[src/rtl/display_pkg.sv]
// Shared encodings, display constants and two-digit BCD helpers for the display sequencer.
package display_pkg;

   localparam int unsigned ST_W   = 2;
   localparam int unsigned DIG_W  = 4;
   localparam int unsigned LED_W  = 10;
   localparam int unsigned BCD2_W = 8;

   localparam logic [ST_W-1:0] ST_IDLE = 2'd0;
   localparam logic [ST_W-1:0] ST_PLAY = 2'd1;
   localparam logic [ST_W-1:0] ST_OVER = 2'd2;

   localparam logic [DIG_W-1:0] BLANK    = 4'hF;
   localparam logic [LED_W-1:0] LED_ALL  = 10'h3FF;
   localparam logic [LED_W-1:0] LED_NONE = 10'h000;

   localparam logic [BCD2_W-1:0] BCD_MAX = 8'h99;
   localparam logic [BCD2_W-1:0] BCD_MIN = 8'h00;

   // Everything driven to the board except hex0, which simply tracks mode.
   typedef struct packed {
      logic [DIG_W-1:0] hex5;
      logic [DIG_W-1:0] hex4;
      logic [DIG_W-1:0] hex3;
      logic [DIG_W-1:0] hex2;
      logic [LED_W-1:0] ledr;
   } disp_t;

   localparam disp_t DISP_BLANK = '{
      hex5: BLANK,
      hex4: BLANK,
      hex3: BLANK,
      hex2: BLANK,
      ledr: LED_NONE
   };

   // Increment that carries 09 -> 10 and sticks at 99.
   function automatic logic [BCD2_W-1:0] bcd_inc_sat(input logic [BCD2_W-1:0] v);
      logic [BCD2_W-1:0] r;
      if (v == BCD_MAX) begin
         r = v;
      end else if (v[3:0] >= 4'd9) begin
         r = {v[7:4] + 4'd1, 4'd0};
      end else begin
         r = {v[7:4], v[3:0] + 4'd1};
      end
      return r;
   endfunction

   // Decrement that borrows 10 -> 09 and sticks at 00.
   function automatic logic [BCD2_W-1:0] bcd_dec_sat(input logic [BCD2_W-1:0] v);
      logic [BCD2_W-1:0] r;
      if (v == BCD_MIN) begin
         r = v;
      end else if (v[3:0] == 4'd0) begin
         r = {v[7:4] - 4'd1, 4'd9};
      end else begin
         r = {v[7:4], v[3:0] - 4'd1};
      end
      return r;
   endfunction

endpackage

[src/rtl/bcd2_counter.sv]
// Two-digit BCD counter: load wins over up, up wins over down; both directions saturate.
module bcd2_counter
   import display_pkg::*;
#(
   parameter logic [7:0] RESET_VAL = 8'h00
) (
   input  logic        clk,
   input  logic        rst_n,
   input  logic        i_load,
   input  logic [7:0]  i_load_val,
   input  logic        i_up,
   input  logic        i_down,
   output logic [7:0]  o_value
);

   logic [BCD2_W-1:0] r_value;

   always_ff @(posedge clk or negedge rst_n) begin
      if (!rst_n) begin
         r_value <= RESET_VAL;
      end else if (i_load) begin
         r_value <= i_load_val;
      end else if (i_up) begin
         r_value <= bcd_inc_sat(r_value);
      end else if (i_down) begin
         r_value <= bcd_dec_sat(r_value);
      end
   end

   assign o_value = r_value;

endmodule

[src/rtl/display_sequencer.sv]
// Game display sequencer: IDLE/PLAY/OVER control of the countdown, score,
// seven-segment digit holders and LED bar, with match flash and game-over blink.
module display_sequencer
   import display_pkg::*;
#(
   parameter int unsigned TICK_DIV     = 50_000_000,
   parameter int unsigned BLINK_DIV    = 12_500_000,
   parameter logic [7:0]  START_TIME   = 8'h60,
   parameter int unsigned FLASH_CYCLES = 25_000_000
) (
   input  logic        CLOCK_50,
   input  logic        resetn,
   input  logic        userquit,
   input  logic        ingameOn,
   input  logic        gameOver,
   input  logic [3:0]  mode,
   input  logic        match_pulse,
   input  logic [9:0]  tile_mask,
   output logic [3:0]  hex0hldr,
   output logic [3:0]  hex2hldr,
   output logic [3:0]  hex3hldr,
   output logic [3:0]  hex4hldr,
   output logic [3:0]  hex5hldr,
   output logic [9:0]  ledrhldr
);

   localparam int unsigned TICK_W  = (TICK_DIV > 1)     ? $clog2(TICK_DIV)         : 1;
   localparam int unsigned BLINK_W = (BLINK_DIV > 1)    ? $clog2(BLINK_DIV)        : 1;
   localparam int unsigned FLASH_W = (FLASH_CYCLES > 0) ? $clog2(FLASH_CYCLES + 1) : 1;

   logic [ST_W-1:0]    r_state;
   logic [ST_W-1:0]    w_state_nxt;

   logic [TICK_W-1:0]  r_tick_cnt;
   logic [BLINK_W-1:0] r_blink_cnt;
   logic               r_blink;
   logic [FLASH_W-1:0] r_flash_cnt;

   logic [BCD2_W-1:0]  w_timer;
   logic [BCD2_W-1:0]  w_score;

   disp_t              w_disp;
   disp_t              r_disp;
   logic [DIG_W-1:0]   r_hex0;

   logic               w_quit;
   logic               w_in_play;
   logic               w_in_over;
   logic               w_tick;
   logic               w_expire;
   logic               w_play_entry;
   logic               w_score_up;
   logic               w_flashing;

   assign w_quit       = userquit || !ingameOn;
   assign w_in_play    = (r_state == ST_PLAY);
   assign w_in_over    = (r_state == ST_OVER);
   assign w_tick       = w_in_play && (r_tick_cnt == TICK_W'(TICK_DIV - 1));
   // The tick that takes the countdown from 01 to 00 also ends the game.
   assign w_expire     = w_tick && (w_timer <= 8'h01);
   assign w_play_entry = (r_state == ST_IDLE) && (w_state_nxt == ST_PLAY);
   assign w_score_up   = w_in_play && match_pulse;
   assign w_flashing   = (r_flash_cnt != '0);

   // State register.
   always_ff @(posedge CLOCK_50 or negedge resetn) begin
      if (!resetn) begin
         r_state <= ST_IDLE;
      end else begin
         r_state <= w_state_nxt;
      end
   end

   // Next-state logic; quitting outranks every other exit.
   always_comb begin
      w_state_nxt = r_state;
      case (r_state)
         ST_IDLE: begin
            if (ingameOn && !gameOver && !userquit) begin
               w_state_nxt = ST_PLAY;
            end
         end
         ST_PLAY: begin
            if (w_quit) begin
               w_state_nxt = ST_IDLE;
            end else if (gameOver || w_expire) begin
               w_state_nxt = ST_OVER;
            end
         end
         ST_OVER: begin
            if (w_quit) begin
               w_state_nxt = ST_IDLE;
            end
         end
         default: w_state_nxt = ST_IDLE;
      endcase
   end

   // Seconds prescaler; idles at zero outside PLAY so every entry starts a fresh second.
   always_ff @(posedge CLOCK_50 or negedge resetn) begin
      if (!resetn) begin
         r_tick_cnt <= '0;
      end else if (!w_in_play || w_tick) begin
         r_tick_cnt <= '0;
      end else begin
         r_tick_cnt <= r_tick_cnt + TICK_W'(1);
      end
   end

   // Match flash window, restarted by every counted match.
   always_ff @(posedge CLOCK_50 or negedge resetn) begin
      if (!resetn) begin
         r_flash_cnt <= '0;
      end else if (!w_in_play) begin
         r_flash_cnt <= '0;
      end else if (match_pulse) begin
         r_flash_cnt <= FLASH_W'(FLASH_CYCLES);
      end else if (w_flashing) begin
         r_flash_cnt <= r_flash_cnt - FLASH_W'(1);
      end
   end

   // Blink phase sits at 1 outside OVER, so OVER always opens in the visible phase.
   always_ff @(posedge CLOCK_50 or negedge resetn) begin
      if (!resetn) begin
         r_blink     <= 1'b1;
         r_blink_cnt <= '0;
      end else if (!w_in_over) begin
         r_blink     <= 1'b1;
         r_blink_cnt <= '0;
      end else if (r_blink_cnt == BLINK_W'(BLINK_DIV - 1)) begin
         r_blink     <= ~r_blink;
         r_blink_cnt <= '0;
      end else begin
         r_blink_cnt <= r_blink_cnt + BLINK_W'(1);
      end
   end

   bcd2_counter #(
      .RESET_VAL (START_TIME)
   ) u_timer (
      .clk        (CLOCK_50),
      .rst_n      (resetn),
      .i_load     (w_play_entry),
      .i_load_val (START_TIME),
      .i_up       (1'b0),
      .i_down     (w_tick),
      .o_value    (w_timer)
   );

   bcd2_counter #(
      .RESET_VAL (8'h00)
   ) u_score (
      .clk        (CLOCK_50),
      .rst_n      (resetn),
      .i_load     (w_play_entry),
      .i_load_val (BCD_MIN),
      .i_up       (w_score_up),
      .i_down     (1'b0),
      .o_value    (w_score)
   );

   // Display content for the current state, registered below.
   always_comb begin
      w_disp = DISP_BLANK;
      case (r_state)
         ST_PLAY: begin
            w_disp.hex5 = w_timer[7:4];
            w_disp.hex4 = w_timer[3:0];
            w_disp.hex3 = w_score[7:4];
            w_disp.hex2 = w_score[3:0];
            w_disp.ledr = w_flashing ? LED_ALL : tile_mask;
         end
         ST_OVER: begin
            if (r_blink) begin
               w_disp.hex5 = w_score[7:4];
               w_disp.hex4 = w_score[3:0];
               w_disp.ledr = LED_ALL;
            end
         end
         default: ;
      endcase
   end

   always_ff @(posedge CLOCK_50 or negedge resetn) begin
      if (!resetn) begin
         r_disp <= DISP_BLANK;
         r_hex0 <= BLANK;
      end else begin
         r_disp <= w_disp;
         r_hex0 <= mode;
      end
   end

   assign hex0hldr = r_hex0;
   assign hex2hldr = r_disp.hex2;
   assign hex3hldr = r_disp.hex3;
   assign hex4hldr = r_disp.hex4;
   assign hex5hldr = r_disp.hex5;
   assign ledrhldr = r_disp.ledr;

endmodule

[config.mk]
export PLATFORM = sky130hd
export DESIGN_NAME = display_sequencer
export DESIGN_NICKNAME = d
export VERILOG_FILES = /design/src/rtl/display_pkg.sv /design/src/rtl/bcd2_counter.sv /design/src/rtl/display_sequencer.sv
export SDC_FILE = /design/constraint.sdc
export NUM_CORES = 1
export LEC_CHECK = 0
export BUFFER_PORTS_ARGS = -buffer_cell sky130_fd_sc_hd__buf_2
export CAP_MARGIN = 5
export CORE_UTILIZATION = 60
export DETAILED_ROUTE_END_ITERATION = 10
export GPL_TIMING_DRIVEN = 0
export PLACE_DENSITY = 0.76
export SKIP_LAST_GASP = 1
export SLEW_MARGIN = 0
export SYNTH_ARGS = -nofsm -noshare
export SYNTH_HDL_FRONTEND = slang
export SYNTH_SLANG_ARGS = --single-unit
[constraint.sdc]
create_clock -name CLOCK_50 -period 3.1 [get_ports CLOCK_50]
set_input_delay 0.155 -clock CLOCK_50 [delete_from_list [all_inputs] [get_ports CLOCK_50]]
set_output_delay 0.155 -clock CLOCK_50 [all_outputs]
set_load 0.01 [all_outputs]
=== Word level (Yosys, flattened, before mapping) ===
Cells that the tools add are included.
Widths: inputs -> output; s select.

* Output and inout port bits: 30
* Logic and storage cells: 87
* Register bits: 124
* Input port bits: 20

* Add/subtract/negate cells: 7
* Mux-type cells: 27
* Reductions and logical operators: 25
* Bitwise gates (word level): 1
* Equality and inequality tests: 10
* $lt $le $gt $ge: 2

{| class="wikitable"
|+ Operators with widths
! kind !! number
|-
| $mux 8 || 10
|-
| $mux 25 || 3
|-
| $mux 24 || 2
|-
| $add 26x1->26 const B || 1
|-
| $eq 26x26->1 const B || 1
|-
| $mux 26 || 1
|-
| $reduce_bool 25->1 || 1
|-
| $sub 25x1->25 const B || 1
|-
| $add 24x1->24 const B || 1
|-
| $eq 24x24->1 const B || 1
|-
| $mux 10 || 2
|-
| $pmux 10 s2 || 1
|-
| $pmux 8 s2 || 1
|-
| $add 4x1->4 const B || 2
|-
| $eq 8x8->1 const B || 1
|-
| $le 8x1->1 const B || 1
|-
| $logic_not 8->1 || 1
|-
| $mux 2 || 4
|-
| $reduce_bool 2->1 || 4
|-
| $sub 4x1->4 const B || 2
|-
| $logic_and 1x1->1 || 6
|-
| $ne 2x1->1 const B || 3
|-
| $pmux 2 s3 || 1
|-
| $reduce_and 3->1 || 2
|-
| 11 further kinds || 19
|}

=== Longest topological paths before layout ===
Gate-level depths: netlist of the first run.

* Depth in word-level cells: 11
* Depth in mapped cells: 9
* Depth with buffers taken out: 7

=== By module ===
Synthesis of the first run repeated with hierarchy kept, for this count alone.

* Cell total of the unflattened synthesis: 719
* Area, all modules: 6839.1 sq um

{| class="wikitable"
|+ Modules (own cells, without submodules)
! module !! cells an instance !! seq. area each (sq um) !! instances !! area an instance (sq um)
|-
| display_sequencer || 529 || 2728.9 || 1 || 5217.5
|-
| bcd2_counter (u_timer) || 95 || 202.7 || 1 || 812.0
|-
| bcd2_counter (u_score) || 95 || 200.2 || 1 || 809.5
|}

=== Worst setup path before layout of the first run ===
No wires, ideal clock.

* Path kind: register to register
* From: reg r_state[1]
* To: reg u_timer.r_value[5] (netlist: u_timer.o_value[5])
* Required time: 3018 ps
* Library setup time: 82 ps
* Clock period less this slack: 2360 ps
* Path buffers: 1
* Arrival: 2278 ps
* Cell stages (with the launch flop): 9
* Slack: 740 ps
* Path through: dfrtp_1 > inv_1 > ha_1 > clkbuf_1 > or3b_1 > nor4_2 > nand2_4 > or4_1 > a211o_1

* Cells in the longest elaborated chain, start to end: 11
* Elaborated cells between the ends (all ways): 18
* Those cells by class: 4 x eq/ne; 6 x mux; 8 x reduce/logical

{| class="wikitable"
|+ RTL lines
! what !! RTL line !! RTL
|-
| start: declaration || display_sequencer.sv:31 || <nowiki>logic [ST_W-1:0] r_state;</nowiki>
|-
| start signal: assignment || display_sequencer.sv:70 || <nowiki>r_state <= w_state_nxt;</nowiki>
|-
| $eq 2x1->1 || display_sequencer.sv:56, display_sequencer.sv:77 ||
|-
| $logic_and 1x1->1 || display_sequencer.sv:58 || <nowiki>assign w_tick = w_in_play && (r_tick_cnt == TICK_W'(TICK_DIV - 1));</nowiki>
|-
| $logic_and 1x1->1 || display_sequencer.sv:60 || <nowiki>assign w_expire = w_tick && (w_timer <= 8'h01);</nowiki>
|-
| $logic_or 1x1->1 || display_sequencer.sv:86 || <nowiki>end else if (gameOver || w_expire) begin</nowiki>
|-
| $mux 2 || display_sequencer.sv:86 ||
|-
| $mux 2 || display_sequencer.sv:84 || <nowiki>if (w_quit) begin</nowiki>
|-
| $pmux 2 s3 || display_sequencer.sv:77 || <nowiki>case (r_state)</nowiki>
|-
| $eq 2x1->1 || display_sequencer.sv:61 || <nowiki>assign w_play_entry = (r_state == ST_IDLE) && (w_state_nxt == ST_PLAY);</nowiki>
|-
| $logic_and 1x1->1 || display_sequencer.sv:61 ||
|-
| $ne 2x1->1 (no line) or $reduce_bool 2->1 (tied branches) || n/a ||
|-
| $reduce_and 3->1 (no line) || n/a ||
|-
| end signal: assignment || bcd2_counter.sv:22 || <nowiki>r_value <= i_load_val;</nowiki>
|-
| end signal: assignment || bcd2_counter.sv:24 || <nowiki>r_value <= bcd_inc_sat(r_value);</nowiki>
|-
| end signal: assignment || bcd2_counter.sv:26 || <nowiki>r_value <= bcd_dec_sat(r_value);</nowiki>
|-
| end: declaration || bcd2_counter.sv:16 || <nowiki>logic [BCD2_W-1:0] r_value;</nowiki>
|}

Several ways; a longest one is shown, not always the timed one.
A chain may end at the register's enable or synchronous reset.

==> results of run 1 <==
==> flip-flops by register name, summed over array words and instances (netlist names), 8 cells and up <==
signal,flops
ledrhldr,10
r_flash_cnt,25
r_blink_cnt,24
u_score.o_value,8
r_tick_cnt,26
u_timer.o_value,8
==> cell families (layout without fill, tap and decap cells) <==
kind of cell               count (synthesis)  in the layout  share of synthesized area, %
buffers and inverters                     44            145                          2.77
DFF                                      124            124                          52.0
AOI/OAI and AO/OA                         78             78                          8.19
and+or+nand+nor                          277            277                          23.9
xor gates and xnor gates                  68             68                          9.90
muxes                                      2              2                         0.333
adders and majority gates                 14             14                          2.91
==> metrics by stage <==
stage / hold slack, ns / area, um2 / util [%]
2_1_floorplan: -0.141 / 6020 / -
3_3_place_gp: 0.262 / 6430 / 66.1
3_5_place_dp: 0.156 / 6460 / 66.4
4_1_cts: 0.0700 / 7220 / 74.3
5_1_grt: 0.137 / 7220 / 74.3
6_report: 0.104 / 7220 / 74.3
==> final timing paths <==
| path | endpoint | startpoint | cells after the start | slack, ns |
|---|---|---|---|---|
| hold reg to reg | r_blink_cnt[0] | r_blink_cnt[0] | 1 | 0.48 |
| min in group asynchronous | r_flash_cnt[18] | resetn | 2 | 0.15 |
| setup reg to reg | ledrhldr[3] | r_flash_cnt[0] | 8 | 0.26 |
| setup / recovery | ledrhldr[3] | r_flash_cnt[0] | 8 | 0.26 |
| max in group asynchronous | hex2hldr[1] | resetn | 3 | 2.20 |
| hold / removal | r_state[0] | ingameOn | 5 | 0.10 |
==> per-layer routing <==
metal | GRT usage [%] | up-vias
met5 | 0 | -
met4 | 12.1 | 0
met3 | 6.98 | 32
met2 | 46.5 | 114
met1 | 34.3 | 2392
li1 | - | 2296
==> worst reg2reg max path, delay by kind of cell, from the launching register on <==
family | cells | cell delay, ns
and+or+nand+nor | 5 | 1.65
buffers and inverters | 2 | 0.47
DFF | 1 | 0.41
adders and majority gates | 1 | 0.15
==> layout make-up <==
type / instances / share of cell area [%]
clock inverter: 13 / 2.08
inverter: 22 / 1.14
buffer: 22 / 1.16
sequential: 124 / 43.3
clock buffer: 19 / 5.84
tap: 133 / 2.30
timing repair buffer: 69 / 6.49
multi-input combinational: 439 / 37.6
==> cells in the mapped netlist, types with 2 or more instances <==
master / count / share of area, %
dfrtp_1: 101 / 42
nor2_1: 100 / 6.2
xor2_1: 38 / 5.5
nand2_1: 36 / 2.2
nand3_1: 36 / 3.0
xnor2_1: 30 / 4.4
dfstp_2: 23 / 10
a21oi_1: 22 / 1.8
inv_1: 22 / 1.4
clkbuf_1: 18 / 1.1
o21ai_0: 17 / 1.4
ha_1: 14 / 2.9
nand4_1: 14 / 1.5
and3_1: 13 / 1.4
nor3_1: 12 / 1.0
a31oi_1: 10 / 1.0
nor4_1: 10 / 1.0
nand2b_1: 8 / 0.83
or3_1: 8 / 0.83
nand4b_1: 5 / 0.73
or4_1: 5 / 0.62
a311oi_1: 4 / 0.58
o211ai_1: 4 / 0.50
a211oi_1: 3 / 0.37
and2_1: 3 / 0.31
and4_1: 3 / 0.44
buf_1: 3 / 0.19
nor3b_1: 3 / 0.37
o21a_1: 3 / 0.37
o31a_1: 3 / 0.44
o31ai_1: 3 / 0.37
a2111oi_0: 2 / 0.29
and3_2: 2 / 0.25
mux2i_1: 2 / 0.33
nand3b_1: 2 / 0.25
nor4b_1: 2 / 0.29
nor4bb_1: 2 / 0.33
or2_2: 2 / 0.21
==> power by group through the flow <==
stage	sequential, mW	clock, mW	combinational [mW]
after detailed placement	2.15	0	2.00
final	2.13	1.93	2.06
after floorplan	2.19	0	1.40
after CTS	2.13	1.95	2.05
after global placement	2.14	0	1.94
after global routing	2.17	2.02	2.28
==> impl_results.md, run 1 <==
- Hold crit path type: in2reg
- Total core area: 9730 um2
- Fin crit period: 2.84 ns
- Post-synth ARST share: 100%
- Pins over their slew limit: 0
- Most common cell after layout, fill and taps aside: dfrtp_1
- Clock skew: 0.00615 ns
- Crit. End Element: flip-flop
- Register Area: 3130 um2
- Post-synth top flop: dfrtp_1
- Gpl congestion: 0.852
- CTS tree: done
- Top Metal Used: met4
- Cts hold-fix bufs: 19
- Final setup vio count: 0
- Vias in the first global route: 4772
- Crit start category: flip-flop
- Place WS: 0.350 ns
- Antenna Cells: 0
- Antenna violations before repair: 0
- Worst path most repeated cell: nor2_1
- Met1 Routed Length: 5880 um
- WL met3: 531 um
- Final Power: 6.13 mW
- Total grt overflow: 0
- Critical Path AT: 3.22 ns
- Finished Layout Cells: 841
- Met2 wire length: 6780 um
- Number of buffers and inverters on the critical path: 2
- Commonest non-fill, non-tap cells in the layout: dfrtp_1, nor2_1, buf_2
- Static leakage: 3.14 nW
- First-pass GRT wire length: 22000 um
- Mean area per synthesized cell: 9.91 um2
- Post-CTS Setup Inserts: 0
- Initial drt markers: 204
- Die extent in x: 102 um
- Setup TNS: 0 ns
- Net Sw Power: 2.18 mW
- Worst path cell trace: inv_1 > ha_1 > or3b_2 > and4bb_2 > clkbuf_1 > nand4b_1 > nor2_1 > nor2_1
- Worst skew pair latency: 0.54 ns
- Post-Route WL: 13500 um
- Vias: 4834
- Root Buffer: clkbuf_8
- Placed cells: 790
- Fmax: 352 MHz
- Crit path required time: 3.48 ns
- Die area: 10400 um2
- Slowest-stage cell, CP: or3b_2
- Final WS setup: 0.258 ns
- Crit path kind: reg2reg
- Status: finished clean
- Largest stage delay, worst path: 0.49 ns
- Synth unique cells: 57
- Top delay family on crit path: simple AND/OR/NAND/NOR gates
- Power Internal: 3.94 mW
- Post-cts sizing count: 0
- Max cap viols: 0
- Combinational share of power: 33.6%
- Tightest Pin Transition: 1.10 ns
- Crit share post-route: 91.7%
- Syn nets: 641
- DRT Pass-1 Iters: 4
- TritonCTS sink count: 124
- Drt drc: 0
- Largest net degree at the start of global routing: 70
- Slew HR: 25.9%
- Chip height: 102 um
- Initial core utilization: 61.8%
- Via-to-Cell Ratio: 5.75
- HPWL after detailed placement: 8620 um
- Worst Path Max Fanout: 10
- Post-synthesis sequential area ratio: 52.0%
- Syn Std Cell Area: 6020 um2
- Fill cell count: 693
- Sw Ratio: 35.6%
- Synth Warn #: 0
- Clock Tree Buf Depth: 2
- Synth Instances: 607
- Cts bufs inserted: 17
- Multi-input logic area: 2720 um2
- Total Routing Usage GR: 27.8%
- Row Count: 36
- Clock share of power: 31.6%
- Number of enable flip-flop cells after synthesis: 0
- Antenna viol nets, final: 0
- FF+latch count, synth: 124
- H-tree depth: 4
- Synthesis-to-finish area growth: 20.1%
- RSZ-0062 raised after global routing: false
- Final Net Count: 729
- I/O pins: 50
- Peak supply drop: 0.603 mV
- Avg WL per Cell: 16.1 um
- Power Density: 848 nW/um2
- PortBufs: 49
- Final Hold Fails: 0
- Sequential share of power: 34.8%
- CTS clock-pin slew for the worst setup and hold paths: 0.06 ns
- Share of cells above drive strength 1: 16.2%
Note: power is estimated with default switching activity, not from simulation.
==> run 2, diff against run 1 <==
--- a/config.mk
+++ b/config.mk
@@ -5,9 +5,11 @@
 export SDC_FILE = /design/constraint.sdc
 export NUM_CORES = 1
 export LEC_CHECK = 0
+export ABC_AREA = 1
 export BUFFER_PORTS_ARGS = -buffer_cell sky130_fd_sc_hd__buf_2
 export CAP_MARGIN = 5
 export CORE_UTILIZATION = 60
+export CTS_BUF_LIST = sky130_fd_sc_hd__clkbuf_8 sky130_fd_sc_hd__clkbuf_16
 export DETAILED_ROUTE_END_ITERATION = 10
 export GPL_TIMING_DRIVEN = 0
 export PLACE_DENSITY = 0.76
==> impl_results.md, run 2 <==
- Status: finished clean (unchanged)
- RSZ-0062 raised after global routing: false (unchanged)
- Most flop-heavy register: r_tick_cnt (unchanged)
- CTS tree: done (unchanged)
- Leading cell types by count after synthesis: nand2_1, nor2_1, dfrtp_1, inv_1, a21oi_1 (was dfrtp_1, nor2_1, xor2_1, nand2_1, nand3_1)
- Antenna viol nets, final: 0 (unchanged)
- Drt drc: 0 (unchanged)
- Crit. End Element: flip-flop (unchanged)
- Final Hold Fails: 0 (unchanged)
- Most common cell after layout, fill and taps aside: nand2_1 (was dfrtp_1)
- Worst r2r path cells: 13 (was 8)
- Final Net Count: 885 (was 729)
- Tightest Pin Transition: 0.576 ns (was 1.10 ns)
- Post-cts sizing count: 0 (unchanged)
- R2r setup slk: 0.68 ns (was 0.26 ns)
- Cts hold-fix bufs: 17 (was 19)
- Largest stage delay, worst path: 0.42 ns (was 0.49 ns)
- Max cap viols: 0 (unchanged)
- Initial drt markers: 323 (was 204)
- Ranking of synthesized cells by area: dfrtp_1, dfstp_2, nand2_1 (was dfrtp_1, dfstp_2, nor2_1)
- RR Endpoint: r_flash_cnt[9] (was ledrhldr[3])
- Peak supply drop: 0.729 mV (was 0.603 mV)
- Gpl congestion: 0.855 (was 0.852)
- Worst path most repeated cell: inv_1 (was nor2_1)
- First-pass GRT wire length: 24100 um (was 22000 um)
- Synth unique cells: 41 (was 57)
- Top delay family on crit path: simple AND/OR/NAND/NOR gates (unchanged)
- Die area: 11000 um2 (was 10400 um2)
- Fill cell count: 741 (was 693)
- Vias in the first global route: 5323 (was 4772)
- HP Start: gameOver (was ingameOn)
- Clock share of power: 33.5% (was 31.6%)
- Share of cells above drive strength 1: 19.2% (was 16.2%)
- Power Internal: 3.97 mW (was 3.94 mW)
- Crit share post-route: 78.1% (was 91.7%)
- Slowest-stage cell, CP: dfrtp_1 (was or3b_2)
- Cell area after layout: 7600 um2 (was 7220 um2)
- Post-synthesis sequential area ratio: 49.2% (was 52.0%)
- Syn Std Cell Area: 6360 um2 (was 6020 um2)
- Crit path kind: reg2reg (unchanged)
- Mean area per synthesized cell: 8.32 um2 (was 9.91 um2)
- Antenna Cells: 0 (unchanged)
- Avg WL per Cell: 14.2 um (was 16.1 um)
- Sw Ratio: 35.3% (was 35.6%)
- Largest register FFs: 26 (unchanged)
- Worst Path Max Fanout: 9 (was 10)
- Critical Path AT: 2.87 ns (was 3.22 ns)
- FF+latch count, synth: 124 (unchanged)
- Clock Tree Buf Depth: 2 (unchanged)
- Final setup vio count: 0 (unchanged)
- Largest net degree at the start of global routing: 64 (was 70)
- I/O pins: 50 (unchanged)
- Cts bufs inserted: 17 (unchanged)
- Hold crit path type: in2reg (unchanged)
- Static leakage: 3.51 nW (was 3.14 nW)
- Die extent in x: 105 um (was 102 um)
- Post-synth ARST share: 100% (unchanged)
- Synth Instances: 765 (was 607)
- Place WS: 0.698 ns (was 0.350 ns)
- RR Startpoint: r_state[1] (was r_flash_cnt[0])
- Fin crit period: 2.42 ns (was 2.84 ns)
- Synthesis-to-finish area growth: 19.4% (was 20.1%)
- HPWL after detailed placement: 9590 um (was 8620 um)
- Total Routing Usage GR: 27.9% (was 27.8%)
- Power Density: 808 nW/um2 (was 848 nW/um2)
- Number of buffers and inverters on the critical path: 5 (was 2)
- Via-to-Cell Ratio: 5.40 (was 5.75)
- Count leader, synth: nand2_1 (was dfrtp_1)
- Initial core utilization: 61.6% (was 61.8%)
- Dpl cell area: 6810 um2 (was 6460 um2)
- Sequential share of power: 34.8% (about the same)
- PortBufs: 49 (unchanged)
- Crit start category: flip-flop (unchanged)
- Combinational share of power: 31.6% (was 33.6%)
- Area leader, netlist: dfrtp_1 (unchanged)
- Crit path required time: 3.55 ns (was 3.48 ns)
- Syn nets: 799 (was 641)
- Number of enable flip-flop cells after synthesis: 0 (unchanged)
- Post-CTS Setup Inserts: 0 (unchanged)
- Clock skew: 0.00745 ns (was 0.00615 ns)
- Chip height: 105 um (was 102 um)
- Worst path cell trace: inv_1 > ha_1 > buf_2 > inv_2 > nor2_1 > inv_1 > nor2_2 > inv_1 > nand2_1 > nor2_1 > nand2_1 > o21ai_0 > a21oi_1 (was inv_1 > ha_1 > or3b_2 > and4bb_2 > clkbuf_1 > nand4b_1 > nor2_1 > nor2_1)
- Worst skew pair latency: 0.53 ns (was 0.54 ns)
- Commonest non-fill, non-tap cells in the layout: nand2_1, nor2_1, dfrtp_1 (was dfrtp_1, nor2_1, buf_2)
- Top Registers: r_tick_cnt x26, r_flash_cnt x25, r_blink_cnt x24 (unchanged)
- Root Buffer: clkbuf_8 (unchanged)
- Fmax: 413 MHz (was 352 MHz)
- Setup TNS: 0 ns (unchanged)
- Vias: 5397 (was 4834)
- Synth top area share: 39.7% (was 42.0%)
- Post-Route WL: 14200 um (was 13500 um)
- Antenna violations before repair: 0 (unchanged)
- Total core area: 10300 um2 (was 9730 um2)
- Net Sw Power: 2.17 mW (was 2.18 mW)
- Pins over their slew limit: 0 (unchanged)
- TritonCTS sink count: 124 (unchanged)
- Hold path cells: 5 (unchanged)
- CTS clock-pin slew for the worst setup and hold paths: 0.06 ns (about the same)
- Synth Warn #: 0 (unchanged)
- Final WS setup: 0.678 ns (was 0.258 ns)
- Hold slack final: 0.0399 ns (was 0.104 ns)
- Post-synth top flop: dfrtp_1 (unchanged)
- Worst Hold End: r_state[1] (was r_state[0])
- Row Count: 37 (was 36)
- DRT Pass-1 Iters: 5 (was 4)
- H-tree depth: 4 (unchanged)
- Slew HR: 61.6% (was 25.9%)
- Total grt overflow: 0 (unchanged)
run 2: final cells by class:
class                      count  area, um2  share of cell area [%]
buffer                        17       88.8                    1.17
clock buffer                  19        442                    5.81
timing repair buffer          67        449                    5.91
sequential                   124       3130                    41.2
multi-input combinational    519       2750                    36.2
clock inverter                13        173                    2.27
tap                          136        170                    2.24
inverter                     105        394                    5.19
run 2: cell families (layout without fill, tap and decap cells):
group | Yosys count | in the layout | synth area share (%)
buf+inv | 122 | 221 | 7.59
flops | 124 | 124 | 49.2
xor+xnor | 16 | 16 | 2.20
fa+ha+maj | 14 | 14 | 2.75
simple gates | 368 | 368 | 27.6
compound gates | 121 | 121 | 10.6
run 2: routing by layer:
metal	wire length [um]	GRT usage (%)	vias to the layer above	share of wire [%]
li1	-	-	2669	-
met1	6200	34.3	2540	44
met2	7070	47.4	163	50
met3	695	7.49	25	4.9
met4	233	10.2	0	1.6
met5	0	0	-	0
run 2: how the worst max path moves through the flow:
stage                from         endpoint  slack (ns)  cells past startpoint
2_1_floorplan  r_state[1]  r_flash_cnt[10]        1.21                     13
5_1_grt        r_state[1]   r_flash_cnt[9]        0.41                     13
6_report       r_state[1]   r_flash_cnt[9]        0.68                     13
3_5_place_dp   r_state[1]  r_flash_cnt[18]        0.70                     11
3_3_place_gp       resetn      ledrhldr[3]        0.34                      1
4_1_cts        r_state[1]   r_flash_cnt[9]        0.69                     13
run 2: per-stage QoR:
step / power, mW / instances / util (%)
floorplan: 3.50 / 765 / -
global placement: 3.96 / 950 / 65.7
detailed placement: 4.04 / 951 / 66.0
CTS: 6.15 / 1000 / 73.6
global route: 6.51 / 1000 / 73.6
finish: 6.14 / 1000 / 73.6
run 2: power by group through the flow:
stage | Clock [mW] | Sequential (mW) | Combinational [mW]
global placement | 0 | 2.14 | 1.82
floorplan | 0 | 2.20 | 1.30
global route | 2.16 | 2.17 | 2.18
finish | 2.06 | 2.14 | 1.94
detailed placement | 0 | 2.15 | 1.89
CTS | 2.09 | 2.13 | 1.94
run 2: worst register-to-register path, delay by kind of cell (launching register included):
family / cells / cell delay [ns]
flip-flops: 1 / 0.42
AND/OR/NAND/NOR: 5 / 0.81
AO/OA/AOI/OAI: 2 / 0.22
adder cells (fa/ha/maj): 1 / 0.15
buffers and inverters: 5 / 0.76
==> run 3, diff against run 2 <==
--- a/config.mk
+++ b/config.mk
@@ -8,11 +8,11 @@
 export ABC_AREA = 1
 export BUFFER_PORTS_ARGS = -buffer_cell sky130_fd_sc_hd__buf_2
 export CAP_MARGIN = 5
-export CORE_UTILIZATION = 60
+export CORE_UTILIZATION = 54
 export CTS_BUF_LIST = sky130_fd_sc_hd__clkbuf_8 sky130_fd_sc_hd__clkbuf_16
 export DETAILED_ROUTE_END_ITERATION = 10
 export GPL_TIMING_DRIVEN = 0
-export PLACE_DENSITY = 0.76
+export PLACE_DENSITY = 0.72
 export SKIP_LAST_GASP = 1
 export SLEW_MARGIN = 0
 export SYNTH_ARGS = -nofsm -noshare
==> constraint.sdc (replaced) <==
create_clock -name CLOCK_50 -period 2.2 [get_ports CLOCK_50]
set_input_delay 0.11 -clock CLOCK_50 [delete_from_list [all_inputs] [get_ports CLOCK_50]]
set_output_delay 0.11 -clock CLOCK_50 [all_outputs]
set_load 0.01 [all_outputs]
==> impl_results.md, run 3 (synthesis results as in run 2) <==
- Cell area after layout: 7810 um2 (was 7600 um2)
- Worst skew pair latency: 0.43 ns (was 0.53 ns)
- Row Count: 39 (was 37)
- RR Endpoint: r_flash_cnt[5] (was r_flash_cnt[9])
- Peak supply drop: 0.695 mV (was 0.729 mV)
- Sw Ratio: 35.7% (was 35.3%)
- Commonest non-fill, non-tap cells in the layout: nand2_1, dfrtp_1, nor2_1 (was nand2_1, nor2_1, dfrtp_1)
- Largest stage delay, worst path: 0.41 ns (was 0.42 ns)
- Worst path most repeated cell: inv_1 (unchanged)
- HPWL after detailed placement: 9630 um (was 9590 um)
- Initial core utilization: 55.5% (was 61.6%)
- Critical Path AT: 2.51 ns (was 2.87 ns)
- Critical Path Start: r_state[1] (unchanged)
- Register Area: 3130 um2 (unchanged)
- Power Density: 1140 nW/um2 (was 808 nW/um2)
- Final Hold Fails: 0 (unchanged)
- Status: finished clean (unchanged)
- Final Util: 68.1% (was 73.6%)
- Combinational share of power: 33.2% (was 31.6%)
- Antenna Cells: 0 (unchanged)
- Worst path cell trace: inv_2 > ha_1 > clkbuf_4 > inv_4 > nor2_4 > inv_1 > nor2_2 > inv_1 > nand2_1 > or2_2 > o21ai_0 > nand3_1 > inv_1 (was inv_1 > ha_1 > buf_2 > inv_2 > nor2_1 > inv_1 > nor2_2 > inv_1 > nand2_1 > nor2_1 > nand2_1 > o21ai_0 > a21oi_1)
- Die area: 12200 um2 (was 11000 um2)
- Crit start category: flip-flop (unchanged)
- Crit path to: r_flash_cnt[5] (was r_flash_cnt[9])
- Antenna violations before repair: 0 (unchanged)
- Sequential share of power: 33.9% (was 34.8%)
- Initial drt markers: 305 (was 323)
- Power Internal: 5.70 mW (was 3.97 mW)
- Worst Path Max Fanout: 9 (unchanged)
- Worst r2r path cells: 13 (unchanged)
- Final Power: 8.87 mW (was 6.14 mW)
- Total core area: 11500 um2 (was 10300 um2)
- Clock Tree Buf Depth: 2 (unchanged)
- Largest register FFs: 26 (unchanged)
- Hold crit path type: in2reg (unchanged)
- Static leakage: 3.60 nW (was 3.51 nW)
- Top Registers: r_tick_cnt x26, r_flash_cnt x25, r_blink_cnt x24 (unchanged)
- Cts bufs inserted: 17 (unchanged)
- Die extent in x: 111 um (was 105 um)
- Dpl cell area: 6820 um2 (was 6810 um2)
- Tightest Pin Transition: 0.547 ns (was 0.576 ns)
- Crit share post-route: 97.5% (was 78.1%)
- Most common cell after layout, fill and taps aside: nand2_1 (unchanged)
- Crit path kind: reg2reg (unchanged)
- CTS tree: done (unchanged)
- Vias: 5477 (was 5397)
- Fill cell count: 890 (was 741)
- Root Buffer: clkbuf_16 (was clkbuf_8)
- Crit path required time: 2.56 ns (was 3.55 ns)
- Share of cells above drive strength 1: 23.2% (was 19.2%)
- Fin crit period: 2.14 ns (was 2.42 ns)
- Slew HR: 63.5% (was 61.6%)
- Hold slack final: 0.00482 ns (was 0.0399 ns)
- Drt drc: 0 (unchanged)
- First-pass GRT wire length: 24400 um (was 24100 um)
- Final setup vio count: 0 (unchanged)
- DRT Pass-1 Iters: 6 (was 5)
- H-tree depth: 4 (unchanged)
- Fmax: 466 MHz (was 413 MHz)
- I/O pins: 50 (unchanged)
- Antenna viol nets, final: 0 (unchanged)
- Total Routing Usage GR: 24.7% (was 27.9%)
- RSZ-0062 raised after global routing: true (was false)
- Max cap viols: 0 (unchanged)
- Clock share of power: 32.9% (was 33.5%)
- Total grt overflow: 0 (unchanged)
- Post-Route WL: 14300 um (was 14200 um)
- Largest net degree at the start of global routing: 67 (was 64)
- Multi-input logic area: 2850 um2 (was 2750 um2)
- Crit. End Element: flip-flop (unchanged)
- TritonCTS sink count: 124 (unchanged)
- Chip height: 111 um (was 105 um)
- R2r setup slk: 0.06 ns (was 0.68 ns)
- CTS clock-pin slew for the worst setup and hold paths: 0.06 ns (about the same)
- HP Start: tile_mask[5] (was gameOver)
- RR Startpoint: r_state[1] (unchanged)
- Slowest-stage cell, CP: dfrtp_1 (unchanged)
- Most flop-heavy register: r_tick_cnt (unchanged)
- PortBufs: 49 (unchanged)
- Via-to-Cell Ratio: 5.38 (was 5.40)
- Vias in the first global route: 5480 (was 5323)
- Pins over their slew limit: 0 (unchanged)
- Avg WL per Cell: 14.0 um (was 14.2 um)
- Clock skew: 0.00732 ns (was 0.00745 ns)
- Synthesis-to-finish area growth: 22.8% (was 19.4%)
- Final Net Count: 896 (was 885)
- Gpl congestion: 0.849 (was 0.855)
- Net Sw Power: 3.17 mW (was 2.17 mW)
## run 3: power by group through the flow
stage | sequential (mW) | clock [mW] | combinational (mW)
floorplan | 3.10 | 0 | 1.83
CTS | 3.01 | 2.94 | 2.71
global route | 3.06 | 3.05 | 3.33
global placement | 3.02 | 0 | 2.58
detailed placement | 3.04 | 0 | 2.67
finish | 3.01 | 2.92 | 2.94
## run 3: repair_timing
action,CTS,global route
setup endpoints to repair,16,52
endpoints found under the hold margin,54,1
cloned,0,1
hold buffers,12,1
resized for setup,3,36
buffers inserted,0,14
pin swaps,0,9
## run 3: worst min path at each step
stage / to / slack, ns / cells after the start
global route: ledrhldr[5] / 0.005 / 3
finish: ledrhldr[5] / 0.005 / 3
CTS: ledrhldr[4] / 0.004 / 3
detailed placement: r_blink_cnt[13] / 0.12 / 1
floorplan: ledrhldr[0] / -0.19 / 0
global placement: hex0hldr[3] / 0.22 / 1
## run 3: layer usage
layer	part of all wire (%)	global-route usage, %	vias to the layer above
met5	0	0	-
met3	5.0	7.03	21
li1	-	-	2694
met1	44	30.9	2635
met4	1.5	9.96	0
met2	49	40.2	127
## run 3: critical path: cells and delay by family (launching register included)
kind,cells,cell delay [ns]
flip-flops,1,0.41
AO/OA/AOI/OAI,1,0.16
AND/OR/NAND/NOR,5,0.63
buffers and inverters,6,0.70
adder cells (fa/ha/maj),1,0.18
## run 3: stage by stage
stage | setup WS (ns) | TNS (ns) | cells
2_1_floorplan | 0.312 | 0 | 765
3_3_place_gp | -0.569 | -57.69 | 957
3_5_place_dp | -0.210 | -1.82 | 958
4_1_cts | 0.00287 | 0 | 1002
5_1_grt | -0.153 | -0.482 | 1018
6_report | 0.0554 | 0 | 1018
## run 3: area by class of cell
class | count | share of cell area, %
Buffer | 17 | 1.23
Clock buffer | 19 | 5.80
Clock inverter | 13 | 2.11
Inverter | 105 | 5.30
Multi-Input combinational cell | 519 | 36.5
Sequential cell | 124 | 40.1
Tap cell | 143 | 2.29
Timing Repair Buffer | 78 | 6.73
